## src/rtl/keypad_4x4_scanner.sv

```systemverilog
// 4x4 matrix keypad scanner: strobes one column at a time, debounces press and release.
// Define KEYPAD_DIGIT_SHIFT_EN to keep the last four accepted codes on digits.
module keypad_4x4_scanner #(
  parameter int SCAN_DIV         = 1000,
  parameter int DEBOUNCE_SAMPLES = 4
) (
  input  logic        clk,
  input  logic        rst_n,
  input  logic [3:0]  row,
  output logic [3:0]  col,
  output logic [3:0]  key,
  output logic        key_valid,
  output logic        key_held,
  output logic [15:0] digits
);

  localparam int DIV_W = (SCAN_DIV > 1) ? $clog2(SCAN_DIV) : 1;
  localparam int CNT_W = $clog2(DEBOUNCE_SAMPLES + 1);
  localparam logic [DIV_W-1:0] DWELL_LAST = DIV_W'(SCAN_DIV - 1);
  localparam logic [CNT_W-1:0] SAMPLES    = CNT_W'(DEBOUNCE_SAMPLES);

  typedef enum logic [1:0] {
    SCAN     = 2'd0,
    DEBOUNCE = 2'd1,
    HELD     = 2'd2
  } state_t;

  state_t           state_reg, state_next;
  logic [3:0]       row_meta_reg;
  logic [3:0]       rs_reg;
  logic [DIV_W-1:0] dwell_reg;
  logic [1:0]       col_idx_reg, col_idx_next;
  logic [3:0]       col_reg, col_next;
  logic [1:0]       r_reg, r_next;
  logic [CNT_W-1:0] match_reg, match_next, match_inc;
  logic [CNT_W-1:0] release_reg, release_next, release_inc;
  logic [3:0]       key_reg, key_next;
  logic             key_valid_reg, key_valid_next;
  logic             sample_point;
  logic             low_any;
  logic [1:0]       low_idx;

  // Rows are asynchronous to clk; nothing below looks at row directly.
  always_ff @(posedge clk or negedge rst_n) begin
    if (!rst_n) begin
      row_meta_reg <= 4'hF;
      rs_reg       <= 4'hF;
    end else begin
      row_meta_reg <= row;
      rs_reg       <= row_meta_reg;
    end
  end

  always_ff @(posedge clk or negedge rst_n) begin
    if (!rst_n) begin
      dwell_reg <= '0;
    end else if (sample_point) begin
      dwell_reg <= '0;
    end else begin
      dwell_reg <= dwell_reg + DIV_W'(1);
    end
  end

  assign sample_point = (dwell_reg == DWELL_LAST);
  assign low_any      = ~&rs_reg;
  assign match_inc    = match_reg + CNT_W'(1);
  assign release_inc  = release_reg + CNT_W'(1);

  // Several rows low in one column resolve to the lowest-index row.
  always_comb begin
    low_idx = 2'd3;
    if (!rs_reg[0]) begin
      low_idx = 2'd0;
    end else if (!rs_reg[1]) begin
      low_idx = 2'd1;
    end else if (!rs_reg[2]) begin
      low_idx = 2'd2;
    end
  end

  always_ff @(posedge clk or negedge rst_n) begin
    if (!rst_n) begin
      state_reg     <= SCAN;
      col_idx_reg   <= 2'd0;
      col_reg       <= 4'b1110;
      r_reg         <= 2'd0;
      match_reg     <= '0;
      release_reg   <= '0;
      key_reg       <= 4'h0;
      key_valid_reg <= 1'b0;
    end else begin
      state_reg     <= state_next;
      col_idx_reg   <= col_idx_next;
      col_reg       <= col_next;
      r_reg         <= r_next;
      match_reg     <= match_next;
      release_reg   <= release_next;
      key_reg       <= key_next;
      key_valid_reg <= key_valid_next;
    end
  end

  always_comb begin
    state_next     = state_reg;
    col_idx_next   = col_idx_reg;
    r_next         = r_reg;
    match_next     = match_reg;
    release_next   = release_reg;
    key_next       = key_reg;
    key_valid_next = 1'b0;

    case (state_reg)
      SCAN: begin
        if (sample_point) begin
          if (low_any) begin
            r_next     = low_idx;
            match_next = CNT_W'(1);
            state_next = DEBOUNCE;
          end else begin
            col_idx_next = col_idx_reg + 2'd1;
          end
        end
      end

      DEBOUNCE: begin
        if (sample_point) begin
          if (low_any && (low_idx == r_reg)) begin
            if (match_inc == SAMPLES) begin
              key_next       = {r_reg, col_idx_reg};
              key_valid_next = 1'b1;
              release_next   = '0;
              state_next     = HELD;
            end else begin
              match_next = match_inc;
            end
          end else begin
            match_next   = '0;
            col_idx_next = col_idx_reg + 2'd1;
            state_next   = SCAN;
          end
        end
      end

      HELD: begin
        if (sample_point) begin
          if (low_any) begin
            release_next = '0;
          end else if (release_inc == SAMPLES) begin
            release_next = '0;
            match_next   = '0;
            col_idx_next = col_idx_reg + 2'd1;
            state_next   = SCAN;
          end else begin
            release_next = release_inc;
          end
        end
      end

      default: begin
        state_next = SCAN;
      end
    endcase

    // Registered strobe keeps col glitch-free with exactly one bit low.
    col_next = ~(4'b0001 << col_idx_next);
  end

  assign col       = col_reg;
  assign key       = key_reg;
  assign key_valid = key_valid_reg;
  assign key_held  = (state_reg == HELD);

`ifdef KEYPAD_DIGIT_SHIFT_EN
  logic [15:0] digits_reg;

  always_ff @(posedge clk or negedge rst_n) begin
    if (!rst_n) begin
      digits_reg <= 16'h0000;
    end else if (key_valid_next) begin
      digits_reg <= {digits_reg[11:0], key_next};
    end
  end

  assign digits = digits_reg;
`else
  assign digits = 16'h0000;
`endif

endmodule

```

## config.mk

```make
export PLATFORM = sky130hd
export DESIGN_NAME = keypad_4x4_scanner
export DESIGN_NICKNAME = d
export VERILOG_FILES = /design/src/rtl/keypad_4x4_scanner.sv
export SDC_FILE = /design/constraint.sdc
export NUM_CORES = 1
export LEC_CHECK = 0
export BUFFER_PORTS_ARGS = -buffer_cell sky130_fd_sc_hd__buf_2
export CAP_MARGIN = 20
export CORE_ASPECT_RATIO = 0.5
export CORE_UTILIZATION = 34
export CTS_CLUSTER_SIZE = 12
export DETAILED_ROUTE_END_ITERATION = 10
export PLACE_DENSITY = 0.58
export SLEW_MARGIN = 40
export SYNTH_ARGS = -nofsm -noshare
export SYNTH_HDL_FRONTEND = slang
export SYNTH_SLANG_ARGS = --single-unit
```

## constraint.sdc

```tcl
create_clock -name clk -period 1.9 [get_ports clk]
set_clock_uncertainty 0.15 [all_clocks]
set_input_delay 0.19 -clock clk [delete_from_list [all_inputs] [get_ports clk]]
set_output_delay 0.19 -clock clk [all_outputs]
set_load 0.05 [all_outputs]
```

==> flow_summary.yaml <==
floorplanning:
  io_pins: 32
  coreArea_um2: 5680
  initial_utilization_pct: 36.7
  dieWidth_um: 113
  dieArea_um2: 6470
  die_h_um: 57.4
  rows: 19
power:
  powerDensity_nw_per_um2: 659
  leakage_nw: 1.22
  report.power.total_w: 0.00185
  ir_drop_mv: 0.311
synth:
  synth_edf_count: 0
  syn_area_um2: 2080
  postSynthCellCount: 191
  async_flop_share_pct: 100
  ys_warn_count: 0
  ys_seq_area_share_pct: 47.5
  yosys.cell_types.count: 53
  synth-seq-cells: 39
  synth_area_per_cell_um2: 10.9
  ys.flop_type: "dfrtp_1"
layout:
  final_util_pct: 49.4
  fin_nets: 263
  multiInputGateArea_um2: 1140
  area.growth.synth_to_final_pct: 34.8
  n_antenna_cell: 0
  regArea_um2: 992
  largest_reg_flops: 10
  drive_gt1_share_pct: 40.6
  fillerInstances: 477
setup_path:
  crit_chain: "nand3b_1 > a21oi_4 > o211ai_4 > nor2_4 > mux2_1"
  cp_slowest_stage_delay_ns: 0.59
  cp.arrival_ns: 1.96
  critical_path.top_delay_family: "flip-flops"
  required_ns: 1.91
  cp-start-kind: "register"
  path_buf_inv: 0
  worst-r2r-setup-slack_ns: -0.05
  crit_type: "reg -> reg"
  worst-path-max-fanout: 5
  slowest_stage: "dfstp_2"
  endpoint_kind: "register"
sta:
  clock.fmax_mhz: 512
  whs_ns: 0.204
  setup_violations: 10
  hold_viol_final: 0
  period_share_pct: 103
  setup_slack_ns: -0.0527
  drv_slew: 0
  tns_ns: -0.255
  rsz0062_at_grt: "true"
  min_period_ns: 1.95
grt:
  gr-usage-met3_pct: 4.25
  grt.met1_usage_pct: 17.3
  grt_usage_pct: 13.9
  antenna_found_initial: 0
  grt_pass1_vias: 1512
  grt.overflow.total: 0
  met2_usage_pct: 23.7
  grt_max_degree: 40
  grt_pass1_wl_um: 7020
  busiest_layer: "met2"
drt:
  drtIter0Drc: 21
  wl_per_cell_um: 12.9
  drcViolationCount: 0
  wirelength_um: 4140
  via_count: 1559
  drt_pre_antenna_iters: 6
  final_antenna_net_count: 0
  vias_per_cell: 4.84
clock_tree:
  clock_sinks: 39
  clk_pin_slew_ns: 0.06
  cts_buffers: 5
  htree_levels: 2
  insertion_delay_ns: 0.28
  cts_root_buf: "clkbuf_16"
  cts_tree: "built"
  cts_max_path_buffers: 2
run:
  cap_violations: 0
placed_design:
  place_congestion: 0.778
  hpwlAfterDp_um: 2860
  io_buffers: 15
run_status:
  violations: "setup timing"
  status: "complete, but fails checks"
hold_path:
  hold_class: "reg -> reg"
[power breakdown]
group / total [W] / switching [W] / internal (W) / leakage [nW]
clock: 0.000870 / 0.000313 / 0.000557 / 0.0761
sequential: 0.000856 / 0.00000875 / 0.000847 / 0.489
combinational: 0.000125 / 0.0000976 / 0.0000274 / 0.654
total: 0.00185 / 0.000419 / 0.00143 / 1.22
[metrics by stage]
step	setup slack (ns)	instances	instance area (µm²)
final	-0.0527	322	2810
after global routing	-0.125	322	2810
after CTS	-0.0390	318	2720
after detailed placement	-0.0968	298	2370
after global placement	-0.0599	298	2370
after floorplan	0.00371	206	2170
[what timing repair did]
item	4_1_cts	5_1_grt
gates cloned	0	0
endpoints found under the setup margin	14	18
pin swaps	9	7
gates resized for setup	17	11
hold buffers	5	0
setup buffers	7	4
hold endpoints to repair	32	0
[cells in the final DEF (no fill, tap or decap), types with 2 or more instances in the layout]
| cell type | Yosys | routed |
|---|---|---|
| dfrtp_2 | 0 | 2 |
| nor2_1 | 10 | 9 |
| ha_2 | 0 | 3 |
| nand3_1 | 8 | 7 |
| o32a_1 | 2 | 2 |
| o211ai_1 | 2 | 2 |
| xor2_1 | 3 | 3 |
| a21oi_2 | 2 | 2 |
| nor3_1 | 3 | 2 |
| conb_1 | 1 | 16 |
| buf_4 | 17 | 31 |
| buf_2 | 0 | 15 |
| buf_6 | 0 | 2 |
| clkbuf_8 | 0 | 2 |
| o21ai_0 | 5 | 5 |
| dfrtp_1 | 28 | 26 |
| ha_4 | 0 | 3 |
| ha_1 | 9 | 3 |
| o31ai_4 | 1 | 2 |
| or3_1 | 2 | 2 |
| nand3b_1 | 2 | 2 |
| dfstp_2 | 11 | 11 |
| dlygate4sd3_1 | 0 | 5 |
| mux2_4 | 1 | 4 |
| and3_1 | 3 | 2 |
| inv_1 | 11 | 10 |
| mux2_1 | 5 | 2 |
| clkbuf_16 | 0 | 5 |
| xnor2_1 | 4 | 3 |
| a21oi_1 | 10 | 9 |
| o21ai_1 | 3 | 3 |
| nor2b_1 | 2 | 2 |
| nand2_1 | 10 | 9 |
| a2bb2oi_1 | 2 | 2 |
| nand3_2 | 1 | 2 |
| mux2i_1 | 4 | 4 |
| nand2b_1 | 3 | 3 |
[final timing paths]
check | cells past startpoint | startpoint | end
worst max register to register | 5 | rs_reg[2] | key[0]
worst min-delay path | 0 | row_meta_reg[3] | rs_reg[3]
worst min register to register | 0 | row_meta_reg[3] | rs_reg[3]
max in group asynchronous | 3 | rst_n | r_reg[0]
min in group asynchronous | 3 | rst_n | dwell_reg[6]
worst max-delay path | 5 | rs_reg[2] | key[0]
[routing by layer]
metal / part of all wire (%) / vias up
met3: 3.6 / 7
li1: - / 765
met5: 0 / -
met2: 48 / 33
met4: 1.4 / 0
met1: 47 / 754
[layout make-up]
| type | count | area share [%] |
|---|---|---|
| tap | 73 | 3.25 |
| multi-input combinational | 138 | 40.7 |
| sequential | 39 | 35.3 |
| clock inverter | 1 | 0.267 |
| timing repair buffer | 53 | 13.5 |
| inverter | 11 | 1.47 |
| clock buffer | 7 | 5.43 |
[cell usage after synthesis (all sizes together) (3+ instances only)]
cell,instances,area share [%]
inv,11,2.0
nand3,9,2.4
buf,18,6.3
nand2,10,1.8
mux2,6,3.4
dfstp,11,14
and3,3,0.90
dfrtp,28,34
mux2i,4,1.9
xnor2,4,1.7
nor3,3,0.72
xor2,3,1.3
nor2,11,2.1
nand2b,3,0.90
a21oi,12,3.2
ha,9,5.4
o211ai,3,1.3
o21ai,9,2.3
[worst reg2reg max path: stages, from the launching register on]
cell      delay (ns)
dfstp_2         0.59
nand3b_1        0.16
a21oi_4         0.23
o211ai_4        0.15
nor2_4          0.21
mux2_1          0.35
[cells by family after synthesis]
kind of cell,Yosys count,share of synthesized area (%)
compound gates,42,15.4
xor+xnor,7,2.94
fa+ha+maj,9,5.40
buf+inv,29,8.28
flops,39,47.5
mux,10,5.34
other cells,1,0.180
simple gates,54,14.9
(Power assumes the default switching activity.)
